===== src/rtl/rotaryctl_multi.sv =====
`default_nettype none
// ============================================================================
// Module  : rotaryctl_multi
// Brief   : Multi-channel quadrature encoder decoder with debounce, position
//           counters and an Avalon-MM register/interrupt interface.
// Revision: 1.0
// ============================================================================
module rotaryctl_multi #(
    parameter int NUM_CH   = 2,
    parameter int CNT_W    = 16,
    parameter int DEBOUNCE = 1000,
    parameter int WRAP     = 1
) (
    input  logic                  clk_clk,
    input  logic                  reset_reset_n,
    input  logic [2*NUM_CH-1:0]   rotary_in,
    output logic [NUM_CH-1:0]     rotary_cw,
    output logic [NUM_CH-1:0]     rotary_ccw,
    input  logic [3:0]            avs_address,
    input  logic                  avs_read,
    input  logic                  avs_write,
    input  logic [31:0]           avs_writedata,
    output logic [31:0]           avs_readdata,
    output logic                  irq
);

    typedef enum logic [2:0] {
        ST_IDLE = 3'd0,
        ST_CW1  = 3'd1,
        ST_CW2  = 3'd2,
        ST_CW3  = 3'd3,
        ST_CCW1 = 3'd4,
        ST_CCW2 = 3'd5,
        ST_CCW3 = 3'd6
    } state_t;

    localparam int               C_NB       = 2 * NUM_CH;
    localparam logic [15:0]      C_DEB_LAST = 16'(DEBOUNCE - 1);
    localparam logic [CNT_W-1:0] C_POS_MAX  = {1'b0, {(CNT_W-1){1'b1}}};
    localparam logic [CNT_W-1:0] C_POS_MIN  = {1'b1, {(CNT_W-1){1'b0}}};

    logic [C_NB-1:0]             sync1_q, sync2_q, deb_q, deb_d;
    logic [C_NB-1:0][15:0]       cnt_q, cnt_d;
    state_t                      state_q [NUM_CH];
    state_t                      state_d [NUM_CH];
    logic [NUM_CH-1:0]           cw_evt, ccw_evt;
    logic [NUM_CH-1:0][CNT_W-1:0] pos_q, pos_d;
    logic [NUM_CH-1:0]           cw_st_q, cw_st_d, ccw_st_q, ccw_st_d;
    logic [NUM_CH-1:0]           irq_en_q, irq_en_d;
    logic [NUM_CH-1:0]           rotary_cw_q, rotary_ccw_q;
    logic [31:0]                 readdata_q, readdata_d;
    logic                        irq_q;
    logic                        w_wr_status, w_wr_irq_en;
    logic                        w_unused;

    assign w_wr_status = avs_write && (avs_address == 4'd8);
    assign w_wr_irq_en = avs_write && (avs_address == 4'd9);
    assign w_unused    = ^avs_writedata;

    // A bit is accepted only after it has differed from the held value for
    // DEBOUNCE consecutive cycles; any agreement in between restarts the count.
    always_comb begin
        deb_d = deb_q;
        cnt_d = '0;
        for (int b = 0; b < C_NB; b++) begin
            if (sync2_q[b] != deb_q[b]) begin
                if (cnt_q[b] == C_DEB_LAST) begin
                    deb_d[b] = sync2_q[b];
                end else begin
                    cnt_d[b] = cnt_q[b] + 16'd1;
                end
            end
        end
    end

    always_comb begin
        logic [1:0] code;
        code    = 2'b11;
        cw_evt  = '0;
        ccw_evt = '0;
        for (int k = 0; k < NUM_CH; k++) begin
            state_d[k] = state_q[k];
            code       = deb_q[2*k +: 2];
            case (state_q[k])
                ST_IDLE: begin
                    if (code == 2'b01)      state_d[k] = ST_CW1;
                    else if (code == 2'b10) state_d[k] = ST_CCW1;
                end
                ST_CW1: begin
                    if (code == 2'b00)      state_d[k] = ST_CW2;
                    else if (code != 2'b01) state_d[k] = ST_IDLE;
                end
                ST_CW2: begin
                    if (code == 2'b10)      state_d[k] = ST_CW3;
                    else if (code == 2'b01) state_d[k] = ST_CW1;
                    else if (code != 2'b00) state_d[k] = ST_IDLE;
                end
                ST_CW3: begin
                    if (code == 2'b11) begin
                        state_d[k] = ST_IDLE;
                        cw_evt[k]  = 1'b1;
                    end else if (code == 2'b00) state_d[k] = ST_CW2;
                    else if (code != 2'b10)     state_d[k] = ST_IDLE;
                end
                ST_CCW1: begin
                    if (code == 2'b00)      state_d[k] = ST_CCW2;
                    else if (code != 2'b10) state_d[k] = ST_IDLE;
                end
                ST_CCW2: begin
                    if (code == 2'b01)      state_d[k] = ST_CCW3;
                    else if (code == 2'b10) state_d[k] = ST_CCW1;
                    else if (code != 2'b00) state_d[k] = ST_IDLE;
                end
                ST_CCW3: begin
                    if (code == 2'b11) begin
                        state_d[k] = ST_IDLE;
                        ccw_evt[k] = 1'b1;
                    end else if (code == 2'b00) state_d[k] = ST_CCW2;
                    else if (code != 2'b01)     state_d[k] = ST_IDLE;
                end
                default: state_d[k] = ST_IDLE;
            endcase
        end
    end

    // Host write to a position register overrides a coincident step.
    always_comb begin
        pos_d = pos_q;
        for (int k = 0; k < NUM_CH; k++) begin
            if (avs_write && (avs_address == 4'(k))) begin
                pos_d[k] = avs_writedata[CNT_W-1:0];
            end else if (cw_evt[k]) begin
                if (!(WRAP == 0 && pos_q[k] == C_POS_MAX)) pos_d[k] = pos_q[k] + 1'b1;
            end else if (ccw_evt[k]) begin
                if (!(WRAP == 0 && pos_q[k] == C_POS_MIN)) pos_d[k] = pos_q[k] - 1'b1;
            end
        end
    end

    always_comb begin
        cw_st_d  = (cw_st_q  & ~(w_wr_status ? avs_writedata[NUM_CH-1:0]  : '0)) | cw_evt;
        ccw_st_d = (ccw_st_q & ~(w_wr_status ? avs_writedata[8 +: NUM_CH] : '0)) | ccw_evt;
        irq_en_d = w_wr_irq_en ? avs_writedata[NUM_CH-1:0] : irq_en_q;
    end

    always_comb begin
        readdata_d = readdata_q;
        if (avs_read) begin
            readdata_d = '0;
            if (avs_address == 4'd8) begin
                readdata_d[NUM_CH-1:0]  = cw_st_q;
                readdata_d[8 +: NUM_CH] = ccw_st_q;
            end else if (avs_address == 4'd9) begin
                readdata_d[NUM_CH-1:0] = irq_en_q;
            end else begin
                for (int k = 0; k < NUM_CH; k++) begin
                    if (avs_address == 4'(k)) readdata_d = 32'($signed(pos_q[k]));
                end
            end
        end
    end

    always_ff @(posedge clk_clk or negedge reset_reset_n) begin
        if (!reset_reset_n) begin
            sync1_q      <= '1;
            sync2_q      <= '1;
            deb_q        <= '1;
            cnt_q        <= '0;
            for (int k = 0; k < NUM_CH; k++) state_q[k] <= ST_IDLE;
            pos_q        <= '0;
            cw_st_q      <= '0;
            ccw_st_q     <= '0;
            irq_en_q     <= '0;
            rotary_cw_q  <= '0;
            rotary_ccw_q <= '0;
            readdata_q   <= '0;
            irq_q        <= 1'b0;
        end else begin
            sync1_q      <= rotary_in;
            sync2_q      <= sync1_q;
            deb_q        <= deb_d;
            cnt_q        <= cnt_d;
            for (int k = 0; k < NUM_CH; k++) state_q[k] <= state_d[k];
            pos_q        <= pos_d;
            cw_st_q      <= cw_st_d;
            ccw_st_q     <= ccw_st_d;
            irq_en_q     <= irq_en_d;
            rotary_cw_q  <= cw_evt;
            rotary_ccw_q <= ccw_evt;
            readdata_q   <= readdata_d;
            irq_q        <= |(irq_en_q & (cw_st_q | ccw_st_q));
        end
    end

    assign rotary_cw    = rotary_cw_q;
    assign rotary_ccw   = rotary_ccw_q;
    assign avs_readdata = readdata_q;
    assign irq          = irq_q;

endmodule
`default_nettype wire


===== config.mk =====
export PLATFORM = sky130hd
export DESIGN_NAME = rotaryctl_multi
export DESIGN_NICKNAME = d
export VERILOG_FILES = /design/src/rtl/rotaryctl_multi.sv
export SDC_FILE = /design/constraint.sdc
export NUM_CORES = 1
export LEC_CHECK = 0
export ABC_CLOCK_PERIOD_IN_PS = 3150
export CORE_MARGIN = 4
export CORE_UTILIZATION = 52
export CTS_CLUSTER_SIZE = 8
export DETAILED_ROUTE_END_ITERATION = 12
export GPL_TIMING_DRIVEN = 0
export HOLD_SLACK_MARGIN = 0.1
export PLACE_DENSITY = 0.77
export SETUP_SLACK_MARGIN = 0.15
export SKIP_LAST_GASP = 1
export SLEW_MARGIN = 15
export SYNTH_ARGS = -nofsm -noshare
export SYNTH_HDL_FRONTEND = slang
export SYNTH_SLANG_ARGS = --single-unit

===== constraint.sdc =====
create_clock -name clk_clk -period 3.15 [get_ports clk_clk]
set_input_delay 0.315 -clock clk_clk [delete_from_list [all_inputs] [get_ports clk_clk]]
set_output_delay 0.315 -clock clk_clk [all_outputs]
set_load 0.03 [all_outputs]

======== Word level (Yosys, flattened, before mapping) ========
Index checks and enable logic that the tools add are counted.
word-level totals
  register bits after elaboration ......... 157
  input bits .............................. 44
  output and inout port bits .............. 37
  logic and storage cells ................. 152
operators by class
  $add $sub $neg .......................... 8
  equality and inequality tests ........... 35
  multiplexer cells ....................... 62
  bitwise operators ....................... 8
  reductions and logical operators ........ 18
operator list
  kind                                                number
  two-way mux 16 bit                                  14
  adder 16 x 1 -> 16 bit, second input constant       6
  two-way mux 3 bit                                   30
  == test 16 x 10 -> 1 bit, second input constant     4
  two-way mux 32 bit                                  2
  one-hot mux 3 bit (7 select lines)                  2
  subtractor 16 x 1 -> 16 bit, second input constant  2
  two-way mux 30 bit                                  1
  two-way mux 22 bit                                  1
  == test 3 bit, second input constant                6
  == test 3 x 2 -> 1 bit, second input constant       4
  two-way mux 2 bit                                   5
  == test 2 bit, second input constant                4
  == test 4 bit, second input constant                2
  AND reduction 2 bit                                 4
  bitwise AND 2 bit                                   3
  == test 3 x 1 -> 1 bit, second input constant       2
  zero test 3 bit                                     2
  two-way mux 1 bit                                   6
  two-way mux 6 bit                                   1
  != test 3 bit, second input constant                2
  bitwise OR 2 bit                                    3
  nonzero test 3 bit                                  2
  == test 2 x 1 -> 1 bit, second input constant       2
  10 further kinds                                    21

======== Logic depth before layout (Yosys ltp) ========
Gate-level depths: netlist of run 1.
  depth in word-level cells ............... 6
  mapped depth ............................ 13
  gate-level depth less buffers ........... 12

======== Least setup slack after synthesis of run 1 ========
Ideal clock, no wire load.
  path kind ............................... register to register
  start point ............................. reg deb_q[2]
  end point ............................... reg pos_q[31] in the netlist's numbering
  setup time .............................. 92 ps
  arrival ................................. 3197 ps
  required time ........................... 3058 ps
  setup slack ............................. -139 ps
  stages on the path, launching flop included .. 11
  period minus slack after synthesis ...... 3289 ps
  path through ............................ dfstp_2 ha_1 nand3_1 ha_1 o21ai_0 o21ai_2 a31oi_4 o31ai_2 or3b_1 and3b_1 o31ai_2
on the way
  cells in the longest elaborated chain, start to end .. 5
ends and longest elaborated chain
  what                    RTL line  text
  from (decl)             42        logic [C_NB-1:0] sync1_q, sync2_q, deb_q, deb_d;
  from (signal assigned)  167       deb_q <= '1;
  from (signal assigned)  181       deb_q <= deb_d;
  == test 2 bit (*)       99, 115
  two-way mux 1 bit (*)   99, 115
  two-way mux 1 bit       84        case (state_q[k])
  two-way mux 16 bit      132       end else if (cw_evt[k]) begin
  two-way mux 16 bit      130       if (avs_write && (avs_address == 4'(k))) begin
  to (signal assigned)    184       pos_q <= pos_d;
  to (decl)               47        logic [NUM_CH-1:0][CNT_W-1:0] pos_q, pos_d;
Every way passes the cells marked *; elsewhere a longest branch is shown, timed or not.
A chain may end at the register's enable or synchronous reset.

======== Final worst setup path of run 1 ========
  start point ............................. reg deb_q[1]
  end point ............................... reg pos_q[15] in the netlist's numbering
Same word-level chain as after synthesis.

==> results_dict.tcl, run 1 <==
set metrics [dict create \
    initial_core_util_pct 52.7 \
    worstPathArrival_ps 3290 \
    hold_depth 1 \
    path_clk_slew_ps 60 \
    ios 81 \
    period_share_pct 95.5 \
    power_mw 5.47 \
    r2r_slack_ps 140 \
    drt_wl_total_mm 20.6 \
    pwr_density_cell_nw_per_um2 531 \
    insertion_delay_ps 420 \
    avgSynthCellArea_um2 9.04 \
    core_area_um2 15800 \
    setup_viol 0 \
    maxCapViolations 0 \
    clockBufferDepth 2 \
    drive_gt1_share_pct 12.8 \
    die_x_um 135 \
    worst-slew-pin-transition_ps 686 \
    synth-main-ff-cell "dfrtp_1" \
    drt_pass1_iterations 6 \
    final-seq-area_um2 3540 \
    synth_area_um2 8340 \
    whs_endpoint "sync1_q[1]" \
    holdCritStartpoint "rotary_in[1]" \
    multi_input_area_um2 4690 \
    grt_max_degree 84 \
    synth_area_leaders "dfrtp_1 39%, ha_1 6.6%, xor2_1 5.6%" \
    ant_nets 0 \
    cts_num_sinks 141 \
    crit_path_end_kind "flip-flop" \
    grt_setup_unrepaired "yes" \
    dp.cells 1203 \
    final_max_slew_viol_count 0 \
    mostFrequentLayoutCell "dfrtp_1" \
    start_kind "flip-flop" \
    wl_per_cell_um 16.4 \
    htreeDepth 4 \
    finalClockSkew_ps 9.90 \
    synth_cell_type_count 67 \
    fill_cells 1282 \
    cp-startpoint "deb_q[1]" \
    synth_edf_count 0 \
    numCtsBuffers 17 \
    cts_tree "done" \
    avgViaCountPerCell 5.56 \
    grt_pass1_vias 6849 \
    antenna_found_initial 0 \
    critPathBufInv 1 \
    cp_max_fo 20 \
    via_count 6981 \
    gp_congestion 0.890 \
    drt_iter0_drc 531 \
    critPathKind "reg -> reg" \
    cp_cell_sequence "ha_4 > nand3_1 > or2_1 > buf_12 > ha_2 > nand2_1 > or3_4 > o21ai_4 > mux2i_2 > xnor2_1 > o21ai_1" \
    ys_ff_latch 141 \
    critPathSlowestCell "dfstp_2" \
    syn_nets 1013 \
    p_leak_nw 4.37 \
    worst_ir_drop_vdd_uv 432 \
    rr_worst_depth 11 \
    setup_tns_ps 0 \
    synth_top_area_share_pct 38.7 \
    fin_crit_ps 3010 \
    layout_common_cells "128 x dfrtp_1, 121 x nor2_1, 98 x nand2_1, 62 x clkdlybuf4s50_1, 59 x a21oi_1" \
    status "completed" \
    final_net_count 1116 \
    grt_pass1_wl_mm 33.1 \
    syn_to_final_growth_pct 23.5 \
    synth.largest_area_cell "dfrtp_1" \
    relSlewSlack_pct 54.2 \
    cp_top_family "simple AND/OR/NAND/NOR gates" \
    synthesis.instances 923 \
    ys.warnings.count 0 \
    setup_ws_ps 143 \
    rr_endpoint "pos_q[15]" \
    async_flop_share_pct 100 \
    dieArea_um2 18100 \
    place_ws_ps -220 \
    max_freq_mhz 333 \
    ys_seq_area_share_pct 42.5 \
    grt_overflow 0 \
    hold_path_class "in -> reg" \
    layout.cells.non_filler 1255 \
    rows 46 \
    drc 0 \
    r2r-start "deb_q[1]" \
    die_h_um 135 \
    cp_slowest_stage_delay_ps 590 \
    port_buffers 63 \
    cp.required_ps 3430 \
    root_buffer "clkbuf_16" \
    dp_hpwl_mm 14.1 \
    final-hold-violation-count 0 \
    grt_usage_pct 22.6 \
    insertedDiodeCount 0 \
]
==> where the power goes <==
group          internal, mW  leakage (nW)  switching, mW
registers              1.96          1.82          0.159
clock network          1.22         0.281          0.746
logic                 0.630          2.27          0.753
total                  3.82          4.37           1.66
==> cells in the mapped netlist, types with 3 or more instances <==
master,count
dfrtp_1,129
nor2_1,121
nand2_1,98
a21oi_1,61
nand3_1,56
xor2_1,53
ha_1,44
o21ai_1,42
inv_1,33
xnor2_1,25
clkbuf_1,20
mux2_1,18
and3_1,17
buf_4,17
o21ai_0,14
nor3_1,13
dfstp_2,12
nand4_1,12
nand2b_1,11
mux2i_1,9
o22ai_1,9
a21o_1,8
nor4_1,8
or3_1,8
a211oi_1,6
a31oi_1,5
buf_1,4
buf_2,4
nor2b_1,4
o211ai_1,4
and4_1,3
inv_2,3
o21a_1,3
o21bai_1,3
or2_1,3
==> sequential cells by signal (all words and copies together), names as in the netlist, 2 cells and up <==
| register | count |
|---|---|
| cw_st_q | 2 |
| sync1_q | 4 |
| pos_q | 32 |
| cnt_q | 64 |
| avs_readdata | 16 |
| sync2_q | 4 |
| rotary_cw | 2 |
| state_q | 6 |
| deb_q | 4 |
| ccw_st_q | 2 |
| irq_en_q | 2 |
| rotary_ccw | 2 |
==> layout make-up <==
type	instances	share of cell area, %
Multi-Input combinational cell	698	45.5
Sequential cell	141	34.4
Timing Repair Buffer	83	7.84
Buffer	47	2.72
Inverter	38	1.42
Tap cell	216	2.62
Clock buffer	25	4.71
Clock inverter	7	0.850
==> per-layer routing <==
metal	GRT usage, %	vias up	wire [µm]
li1	-	3391	-
met1	31.2	3350	9210
met2	34.9	208	9580
met3	6.30	32	1460
met4	6.84	0	322
met5	0	-	0
==> how the worst max path moves through the flow <==
stage	depth (start not counted)	to
6_report	11	pos_q[15]
5_1_grt	11	pos_q[15]
4_1_cts	12	pos_q[15]
3_5_place_dp	12	pos_q[15]
3_3_place_gp	1	state_q[5]
2_1_floorplan	10	pos_q[31]
==> what timing repair did <==
item / in CTS / in global routing
hold buffers: 1 / 0
setup buffers: 5 / 13
gates cloned: 1 / 0
gates resized for setup: 15 / 36
hold endpoints to repair: 53 / 0
pin swaps: 1 / 6
setup endpoints to repair: 14 / 13
==> cell families (layout without fill, tap and decap cells) <==
kind of cell	after synthesis	after routing	synth area share, %
simple gates	366	367	20.3
buf+inv	85	200	4.87
fa+ha+maj	46	46	7.08
xor+xnor	78	78	8.19
flops	141	141	42.5
mux	30	30	4.18
compound gates	177	177	12.9
==> metrics by stage <==
step                hold WS [ps]  cell area, µm²  utilization, %
finish                       297           10300            65.1
global route                 295           10300            65.1
floorplan                   19.4            8360               -
detailed placement           269            9300            58.7
CTS                          287           10000            63.2
global placement             346            9260            58.5
No activity file was read; power rests on OpenSTA's default activity.
==> inputs of run 2 (changes only) <==
--- a/config.mk
+++ b/config.mk
@@ -15,7 +15,7 @@
 export PLACE_DENSITY = 0.77
 export SETUP_SLACK_MARGIN = 0.15
 export SKIP_LAST_GASP = 1
-export SLEW_MARGIN = 15
+export SLEW_MARGIN = 20
 export SYNTH_ARGS = -nofsm -noshare
 export SYNTH_HDL_FRONTEND = slang
 export SYNTH_SLANG_ARGS = --single-unit
==> results of run 2 <==
No change in the layout: final DEF, timing and power equal those of run 1.
==> inputs of run 3 (changes only) <==
--- a/config.mk
+++ b/config.mk
@@ -6,6 +6,7 @@
 export NUM_CORES = 1
 export LEC_CHECK = 0
 export ABC_CLOCK_PERIOD_IN_PS = 3150
+export CAP_MARGIN = 0
 export CORE_MARGIN = 4
 export CORE_UTILIZATION = 52
 export CTS_CLUSTER_SIZE = 8
==> results of run 3 <==
No change in the layout: final DEF, timing and power equal those of run 1.
